### src/rtl/exe_serial_alu.sv
// Half-word serial ALU: takes a 2*HALF_W-bit operation as a lower then an upper
// half-word, writes results back per half and resolves branch decisions.
module exe_serial_alu #(
  parameter int RF_ADDR_W = 5,
  parameter int HALF_W    = 16
) (
  input  logic                 clk,
  input  logic                 rst_n,
  input  logic                 valid_i,
  output logic                 ready_o,
  input  logic                 first_half_i,
  input  logic [3:0]           alu_op_i,
  input  logic [HALF_W-1:0]    alu_a_i,
  input  logic [HALF_W-1:0]    alu_b_i,
  input  logic [RF_ADDR_W-1:0] rd_i,
  input  logic                 rf_write_i,
  output logic                 rf_we_o,
  output logic [RF_ADDR_W-1:0] rf_waddr_o,
  output logic [HALF_W-1:0]    rf_wdata_o,
  output logic                 rf_whalf_o,
  output logic                 br_valid_o,
  output logic                 br_taken_o,
  output logic                 err_o,
  output logic [1:0]           dbg_state_o
);

  // Handshake: a half-word transfers on a rising edge where valid_i && ready_o;
  // ready_o depends only on state, so it never reacts to valid_i combinationally.

  typedef enum logic [1:0] {S_LO = 2'd0, S_HI = 2'd1, S_FLUSH = 2'd2} state_t;

  state_t                 r_state;
  logic [3:0]             r_op;
  logic [RF_ADDR_W-1:0]   r_rd;
  logic                   r_rf_write;
  logic                   r_carry;
  logic                   r_eq_lo;
  logic                   r_lt;

  logic                   w_accept;
  logic [3:0]             w_op;
  logic                   w_sub;
  logic                   w_cin;
  logic [HALF_W-1:0]      w_b_eff;
  logic [HALF_W:0]        w_sum;
  logic [HALF_W-1:0]      w_result;
  logic                   w_eq;
  logic                   w_lt_s;
  logic                   w_ltu;
  logic                   w_is_wr_op;
  logic                   w_is_slt;
  logic                   w_reserved;
  logic                   w_wr_en_lo;
  logic                   w_wr_en_hi;
  logic                   w_taken;

  assign ready_o     = (r_state != S_FLUSH);
  assign dbg_state_o = r_state;
  assign w_accept    = valid_i && ready_o;

  // A lower half always carries its own opcode; an upper half uses the latched one.
  assign w_op       = first_half_i ? alu_op_i : r_op;
  assign w_sub      = (w_op != 4'd0);
  assign w_cin      = first_half_i ? w_sub : r_carry;
  assign w_b_eff    = w_sub ? ~alu_b_i : alu_b_i;
  assign w_sum      = {1'b0, alu_a_i} + {1'b0, w_b_eff} + {{HALF_W{1'b0}}, w_cin};
  assign w_eq       = r_eq_lo && (alu_a_i == alu_b_i);
  assign w_lt_s     = (alu_a_i[HALF_W-1] != alu_b_i[HALF_W-1]) ? alu_a_i[HALF_W-1]
                                                               : w_sum[HALF_W-1];
  assign w_ltu      = ~w_sum[HALF_W];
  assign w_reserved = (w_op >= 4'd14);
  assign w_is_wr_op = (w_op <= 4'd7) || w_reserved;
  assign w_is_slt   = (w_op == 4'd5) || (w_op == 4'd6);
  assign w_wr_en_lo = rf_write_i && (rd_i != '0) && w_is_wr_op && !w_is_slt;
  assign w_wr_en_hi = r_rf_write && (r_rd != '0) && w_is_wr_op;

  always_comb begin
    w_result = '0;
    case (w_op)
      4'd0, 4'd1:          w_result = w_sum[HALF_W-1:0];
      4'd2:                w_result = alu_a_i & alu_b_i;
      4'd3:                w_result = alu_a_i | alu_b_i;
      4'd4:                w_result = alu_a_i ^ alu_b_i;
      4'd7, 4'd14, 4'd15:  w_result = alu_a_i;
      default:             w_result = '0;
    endcase
  end

  always_comb begin
    w_taken = 1'b0;
    case (r_op)
      4'd8:    w_taken = w_eq;
      4'd9:    w_taken = !w_eq;
      4'd10:   w_taken = w_lt_s;
      4'd11:   w_taken = !w_lt_s;
      4'd12:   w_taken = w_ltu;
      4'd13:   w_taken = !w_ltu;
      default: w_taken = 1'b0;
    endcase
  end

  always_ff @(posedge clk or negedge rst_n) begin
    if (!rst_n) begin
      r_state    <= S_LO;
      r_op       <= '0;
      r_rd       <= '0;
      r_rf_write <= 1'b0;
      r_carry    <= 1'b0;
      r_eq_lo    <= 1'b0;
      r_lt       <= 1'b0;
      rf_we_o    <= 1'b0;
      rf_waddr_o <= '0;
      rf_wdata_o <= '0;
      rf_whalf_o <= 1'b0;
      br_valid_o <= 1'b0;
      br_taken_o <= 1'b0;
      err_o      <= 1'b0;
    end else begin
      rf_we_o    <= 1'b0;
      br_valid_o <= 1'b0;
      if (r_state == S_FLUSH) begin
        // Deferred SLT/SLTU lower write: the compare is only known after the upper half.
        rf_we_o    <= r_rf_write && (r_rd != '0);
        rf_waddr_o <= r_rd;
        rf_wdata_o <= {{(HALF_W-1){1'b0}}, r_lt};
        rf_whalf_o <= 1'b0;
        r_state    <= S_LO;
      end else if (w_accept) begin
        if (first_half_i) begin
          r_op       <= alu_op_i;
          r_rd       <= rd_i;
          r_rf_write <= rf_write_i;
          r_carry    <= w_sum[HALF_W];
          r_eq_lo    <= (alu_a_i == alu_b_i);
          if (w_wr_en_lo) begin
            rf_we_o    <= 1'b1;
            rf_waddr_o <= rd_i;
            rf_wdata_o <= w_result;
            rf_whalf_o <= 1'b0;
          end
          if (w_reserved || (r_state == S_HI)) err_o <= 1'b1;
          r_state <= S_HI;
        end else if (r_state == S_HI) begin
          if (w_op >= 4'd8 && w_op <= 4'd13) begin
            br_valid_o <= 1'b1;
            br_taken_o <= w_taken;
          end else if (w_wr_en_hi) begin
            rf_we_o    <= 1'b1;
            rf_waddr_o <= r_rd;
            rf_wdata_o <= w_is_slt ? '0 : w_result;
            rf_whalf_o <= 1'b1;
          end
          if (w_is_slt) begin
            r_lt    <= (w_op == 4'd5) ? w_lt_s : w_ltu;
            r_state <= S_FLUSH;
          end else begin
            r_state <= S_LO;
          end
        end else begin
          err_o <= 1'b1;
        end
      end
    end
  end

endmodule

### config.mk
export PLATFORM = sky130hd
export DESIGN_NAME = exe_serial_alu
export DESIGN_NICKNAME = d
export VERILOG_FILES = /design/src/rtl/exe_serial_alu.sv
export SDC_FILE = /design/constraint.sdc
export NUM_CORES = 1
export LEC_CHECK = 0
export ABC_AREA = 1
export BUFFER_PORTS_ARGS = -buffer_cell sky130_fd_sc_hd__buf_2
export CAP_MARGIN = 20
export CORE_ASPECT_RATIO = 2
export CORE_MARGIN = 4
export CORE_UTILIZATION = 35
export CTS_CLUSTER_SIZE = 28
export DETAILED_ROUTE_END_ITERATION = 6
export PLACE_DENSITY = 0.65
export SETUP_SLACK_MARGIN = 0.4
export SLEW_MARGIN = 20
export SYNTH_ARGS = -nofsm -noshare
export SYNTH_HDL_FRONTEND = slang
export SYNTH_SLANG_ARGS = --single-unit
### constraint.sdc
create_clock -name clk -period 5.7 [get_ports clk]
set_input_delay 0.285 -clock clk [delete_from_list [all_inputs] [get_ports clk]]
set_output_delay 0.285 -clock clk [all_outputs]
set_load 0.05 [all_outputs]
==> results.md, run 1 <==
* Async set-reset flop share out of synthesis at 100%
* N_diodes at 0
* Clock Skews at 0.0105 ns
* CP Launch Type: flip-flop
* Die Width at 84.1 um
* Req. time, crit path at 5.93 ns
* Fin. max-slew vios at 0
* Final hold slack at 0.140 ns
* CTS tree: built
* Synthesized area at 0.00406 mm2
* Wirelength, routed at 12,300 um
* Most common cell after layout, fill and taps aside: nand2_1
* Syn nets at 712
* Status: finished, final reports clean
* Period minus WS final at 3.81 ns
* Fill count at 1,261
* Die ar. at 0.0135 mm2
* First-pass GRT wire length at 20,300 um
* Syn_area_per_cell at 6.57 um2
* Gate Count Post-Synth at 617
* Maximum clock frequency at 262 MHz
* Clock buffer depth at 2
* DRT iter0 DRCs at 180
* Max-cap violations at 0
* Top Ports at 75
* Site row count at 55
* Worst Tran Pin Value at 0.989 ns
* Postcts setup bufs at 0
* Area grow syn2layout at 15.6%
* # DRC at 0
* RSZ-0062 raised after global routing: false
* Via density at 4.97
* Post-synthesis register bit count at 41
* CORE AREA at 0.0114 mm2
* Leakage power at 2.65 nW
* Worst path slowest cell: nand2_1
* Num Clock Sinks at 41
* Synth Warn # at 0
* Pwr dens at 267 mW/mm2
* Relative slew slack at 34.1%
* Worst-Skew Late Latency at 0.29 ns
* Final Hold Fails at 0
* Seq. cell area at 0.00103 mm2
* Most used flip-flop cell after synthesis: dfrtp_1
* Vias at 4,127
* Most frequent CP cell: nand2_1
* CTS buffer count at 5
* Crit end category: flip-flop
* Routed WL per cell at 14.8 um
* Antenna violations before repair at 0
* GRT Overall Usage at 18.8%
* RD Place Congestion at 0.860
* HPWL after DPL at 9750 um
* H-tree Lvls at 2
* Clock transition at path regs at 0.06 ns
* Critical path type: flip-flop to flip-flop
* Most frequent cells in the layout: nand2_1, inv_1, buf_2, ha_1, nor2_1
* Worst Hold Class: primary input to async pin
* Netlist cell types at 36
* Area contributors post-synth: dfrtp_1, nand2_1, ha_1
* PostCTS Resize Cnt at 0
* Worst stage delay on the critical path at 0.56 ns
* Final setup violation count at 0
* Final period utilization at 66.9%
* Register area share after synthesis at 25.3%
* Share of layout cells above drive strength 1 at 15.4%
* DRT Pass-1 Iters at 4
* CTS root buffer: clkbuf_16
* GRT overflow at 0
* Die Ht at 160 um
* Initial Util at 35.7%
* Setup TNS at 0 ns
* Hold buffers post-CTS at 0
* Post-synth EDFFs at 0
* Vias in the first global route at 4,156
* I/O Buffers at 74
* Area of the multi-input gates at 0.00261 mm2
* Final nets at 784
* Post-route ant nets at 0
* Top-area cell type share of the netlist area at 25.3%
* Yosys top cell by area: dfrtp_1
* Worst-path cell chain: o21ai_2 -> nand2_1 -> inv_2 -> nand2_1 -> xor2_1 -> fa_1 -> inv_1 -> fa_1 -> o21ai_0 -> nand2_1 -> nand2_1 -> nand2_1 -> nand3_1 -> nand2_1 -> o21ai_0 -> nand2_1 -> nand2_1
* Peak VDD IR at 187 uV
* Largest net degree at the start of global routing at 42
* Crit-path max FO at 17
* R2r worst-path depth at 17
* CP arrival at 4.05 ns
-- kinds of logic (layout without fill, tap and decap cells) --
logic type | Yosys count | count (layout) | synth area share (%)
AO/OA/AOI/OAI | 102 | 102 | 14.5
AND/OR/NAND/NOR | 302 | 302 | 30.6
XOR/XNOR | 17 | 17 | 3.67
flip-flops | 41 | 41 | 25.3
adder cells (fa/ha/maj) | 49 | 49 | 15.5
buffers and inverters | 106 | 178 | 10.4
-- per-stage QoR --
step / util, % / setup WS, ns / instances / power [W] / area [um2]
6_report: 41.3 / 1.89 / 831 / 0.00125 / 4690
5_1_grt: 41.3 / 1.53 / 831 / 0.00134 / 4690
4_1_cts: 41.3 / 1.89 / 831 / 0.00127 / 4690
3_5_place_dp: 40.0 / 1.82 / 824 / 0.000966 / 4550
3_3_place_gp: 40.0 / 1.89 / 824 / 0.000964 / 4550
2_1_floorplan: - / 2.55 / 617 / 0.000803 / 4060
-- per-layer routing --
layer / track usage, % / vias to the layer above / wire, um
met5: 0 / - / 0
met4: 9.74 / 0 / 512
met3: 2.43 / 33 / 468
met2: 36.8 / 95 / 6960
met1: 18.4 / 1884 / 4390
li1: - / 2115 / -
-- path summary, 6_finish.rpt --
kind	endpoint	startpoint	slack, ns
max in group asynchronous	rf_waddr_o[3]	rst_n	4.93
hold reg to reg	rf_waddr_o[2]	rf_waddr_o[2]	0.47
setup / recovery	rf_wdata_o[14]	r_op[3]	1.89
setup reg to reg	rf_wdata_o[14]	r_op[3]	1.89
min in group clk	r_rf_write	rf_write_i	0.21
hold / removal	r_op[1]	rst_n	0.14
-- power breakdown --
part	switching (W)	internal (W)	leakage (nW)
Sequential	0.0000358	0.000347	0.530
Clock	0.000120	0.000172	0.0700
Combinational	0.000417	0.000160	2.05
-- layout make-up --
type                    instances  area share (%)
multi-input cells             470            55.6
inverters                      97            7.82
repair buffers                 74            7.90
well taps                     142            3.79
clock buffers                   7            3.04
flip-flops and latches         41            21.9
-- worst max-delay path, delay by kind of cell, from the launching register on --
family | cells | cell delay [ns]
buffers and inverters | 2 | 0.15
flip-flops | 1 | 0.43
AO/OA/AOI/OAI | 3 | 0.77
AND/OR/NAND/NOR | 9 | 1.39
XOR/XNOR | 1 | 0.39
adder cells (fa/ha/maj) | 2 | 0.63
-- cell usage after synthesis (2+ instances only) --
master      n
o22ai_1    13
nor2_1     45
inv_2       7
nor3_1      8
or2_2       3
inv_1      87
dfrtp_1    41
buf_2       6
o21ai_1     3
o21bai_1    2
nand2_2     4
nand4_1     4
buf_6       2
o21ai_2     4
fa_1        2
nand2_1   196
o21ai_0    37
xor2_1     17
a21o_1      3
clkinv_1    2
nor2_2      3
nand3_1    34
o211ai_1    2
a21oi_1    33
ha_1       47
nand3b_1    2
-- flip-flops by register name, indices dropped and copies added (netlist names) --
signal       count
br_taken_o       1
rf_whalf_o       1
r_op             4
rf_waddr_o       5
r_lt             1
br_valid_o       1
r_rf_write       1
rf_wdata_o      16
r_eq_lo          1
err_o            1
r_carry          1
r_rd             5
dbg_state_o      2
rf_we_o          1
Note: power is estimated with default switching activity, not from simulation.
==> run 2: changes to the inputs <==
- clock period: 5.7 -> 3.55 ns (I/O delays scaled with it)
==> run 2 against run 1 <==
Effect of this change:
- hold slack lost 0.11 ns
- via count grew 0.17%
- global-route usage shrank 0.21 points
- sequential share of layout area shrank 0.73 points
- first-iteration DRC count grew 14%
- largest cell class unchanged
- highest routed layer unchanged
==> results.md, run 2 (same netlist as run 1, synthesis figures left out) <==
* Status: finished, final reports clean (unchanged)
* First-pass GRT wire length at 20,200 um (was 20,300 um)
* Final period utilization at 83.9% (was 66.9%)
* Top Registers: rf_wdata_o: 16 flops, r_rd: 5 flops, rf_waddr_o: 5 flops (unchanged)
* Fin area at 0.00486 mm2 (was 0.00469 mm2)
* Req. time, crit path at 3.73 ns (was 5.93 ns)
* Site row count at 55 (unchanged)
* Most common cell after layout, fill and taps aside: nand2_1 (unchanged)
* Die Width at 84.1 um (unchanged)
* Total power at 0.00212 W (was 0.00125 W)
* Area post-placement at 0.00457 mm2 (was 0.00455 mm2)
* Worst stage delay on the critical path at 0.41 ns (was 0.56 ns)
* Reg with most FFs: rf_wdata_o (unchanged)
* Max-cap violations at 0 (unchanged)
* Crit end category: flip-flop (unchanged)
* Setup TNS at 0 ns (unchanged)
* Vias in the first global route at 4,209 (was 4,156)
* Most frequent CP cell: nand2_1 (unchanged)
* Fin. max-slew vios at 0 (unchanged)
* DRT iter0 DRCs at 206 (was 180)
* Relative slew slack at 36.8% (was 34.1%)
* RSZ-0062 raised after global routing: false (unchanged)
* Pre-CTS WS at 0.265 ns (was 1.82 ns)
* Clock Skews at 0.0101 ns (was 0.0105 ns)
* CTS buffer count at 5 (unchanged)
* Initial Util at 35.7% (unchanged)
* Pwr dens at 437 mW/mm2 (was 267 mW/mm2)
* RD Place Congestion at 0.904 (was 0.860)
* HPWL after DPL at 9880 um (was 9750 um)
* Most frequent cells in the layout: nand2_1, inv_1, buf_2, ha_1, nor2_1 (unchanged)
* Clock transition at path regs at 0.06 ns (about the same)
* Antenna violations before repair at 0 (unchanged)
* I/O Buffers at 74 (unchanged)
* Fill count at 1,239 (was 1,261)
* CP arrival at 3.16 ns (was 4.05 ns)
* Critical path type: flip-flop to flip-flop (unchanged)
* Fin util at 42.8% (was 41.3%)
* Maximum clock frequency at 336 MHz (was 262 MHz)
* Worst Hold Class: primary input to async pin (unchanged)
* Die Ht at 160 um (unchanged)
* Top Ports at 75 (unchanged)
* Max reg flops at 16 (unchanged)
* Num Clock Sinks at 41 (unchanged)
* Worst path slowest cell: dfrtp_1 (was nand2_1)
* Die ar. at 0.0135 mm2 (unchanged)
* Final Hold Fails at 0 (unchanged)
* Final setup violation count at 0 (unchanged)
* Area grow syn2layout at 19.8% (was 15.6%)
* Vias at 4,134 (was 4,127)
* CORE AREA at 0.0114 mm2 (unchanged)
* Worst setup margin at 0.573 ns (was 1.89 ns)
* Post-route ant nets at 0 (unchanged)
* Via density at 4.92 (was 4.97)
* Largest net degree at the start of global routing at 42 (unchanged)
* Clock buffer depth at 2 (unchanged)
* CTS root buffer: clkbuf_16 (unchanged)
* CP Launch Type: flip-flop (unchanged)
* # DRC at 0 (unchanged)
* Worst Tran Pin Value at 0.947 ns (was 0.989 ns)
* N_diodes at 0 (unchanged)
* Period minus WS final at 2.98 ns (was 3.81 ns)
* Wirelength, routed at 12,300 um (about the same)
* GRT Overall Usage at 18.6% (was 18.8%)
* DRT Pass-1 Iters at 4 (unchanged)
* CTS tree: built (unchanged)
* Share of layout cells above drive strength 1 at 19.0% (was 15.4%)
* GRT overflow at 0 (unchanged)
* Peak VDD IR at 317 uV (was 187 uV)
* Leakage power at 2.71 nW (was 2.65 nW)
* H-tree Lvls at 2 (unchanged)
* Final nets at 793 (was 784)
* Worst-path cell chain: o21ai_2 -> inv_2 -> nor2_4 -> nand2_2 -> buf_6 -> xor2_1 -> ha_1 -> or2_2 -> and2_1 -> nand2_1 -> nand2_1 -> nand2_1 -> nand2_1 -> o21ai_1 -> nand3_1 -> nand2_1 -> nand2_1 (was o21ai_2 -> nand2_1 -> inv_2 -> nand2_1 -> xor2_1 -> fa_1 -> inv_1 -> fa_1 -> o21ai_0 -> nand2_1 -> nand2_1 -> nand2_1 -> nand3_1 -> nand2_1 -> o21ai_0 -> nand2_1 -> nand2_1)
* Routed WL per cell at 14.7 um (was 14.8 um)
* Worst-Skew Late Latency at 0.29 ns (about the same)
* Crit-path max FO at 9 (was 17)
run 2: area by class of cell:
type | instances | area [um2] | share of cell area, %
multi-input cells | 470 | 2670 | 54.9
clock buffers | 6 | 139 | 2.86
flip-flops and latches | 41 | 1030 | 21.1
clock inverters | 2 | 37.5 | 0.773
repair buffers | 83 | 442 | 9.09
inverters | 97 | 367 | 7.55
well taps | 142 | 178 | 3.66
run 2: where the power goes:
group          switching (W)  internal, W  leakage [nW]  total (W)
Combinational       0.000689     0.000280          2.10   0.000969
Sequential         0.0000518     0.000557         0.529   0.000609
Clock               0.000196     0.000351        0.0831   0.000547
run 2: metrics by stage:
stage	hold WS, ns	instances
3_3_place_gp	0.370	827
6_report	0.0339	841
2_1_floorplan	-0.118	617
3_5_place_dp	0.370	827
4_1_cts	0.0585	835
5_1_grt	0.0976	841
run 2: repair_timing:
action | CTS | global route
hold buffers | 0 | 0
setup endpoints to repair | 3 | 13
resized for setup | 2 | 20
buffers inserted | 0 | 6
pin swaps | 0 | 8
run 2: critical path: cells and delay by family (launching register included):
family	cells	cell delay, ns
adder cells (fa/ha/maj)	1	0.32
XOR/XNOR	1	0.15
AO/OA/AOI/OAI	2	0.45
buffers and inverters	2	0.28
AND/OR/NAND/NOR	11	1.24
flip-flops	1	0.41
run 2: per-layer routing:
metal	GRT usage (%)	wire [um]
met1	18.3	4470
met2	37.3	7080
met3	2.07	369
met4	7.76	418
met5	0	0
run 2: worst paths after layout:
kind	to	slack (ns)	start	cells past startpoint
max	rf_wdata_o[13]	0.57	r_op[1]	17
min	r_op[2]	0.03	rst_n	1
max reg2reg	rf_wdata_o[13]	0.57	r_op[1]	17
min reg2reg	rf_waddr_o[2]	0.47	rf_waddr_o[2]	2
max in group asynchronous	r_op[2]	2.88	rst_n	1
min in group clk	r_rf_write	0.10	rf_write_i	3
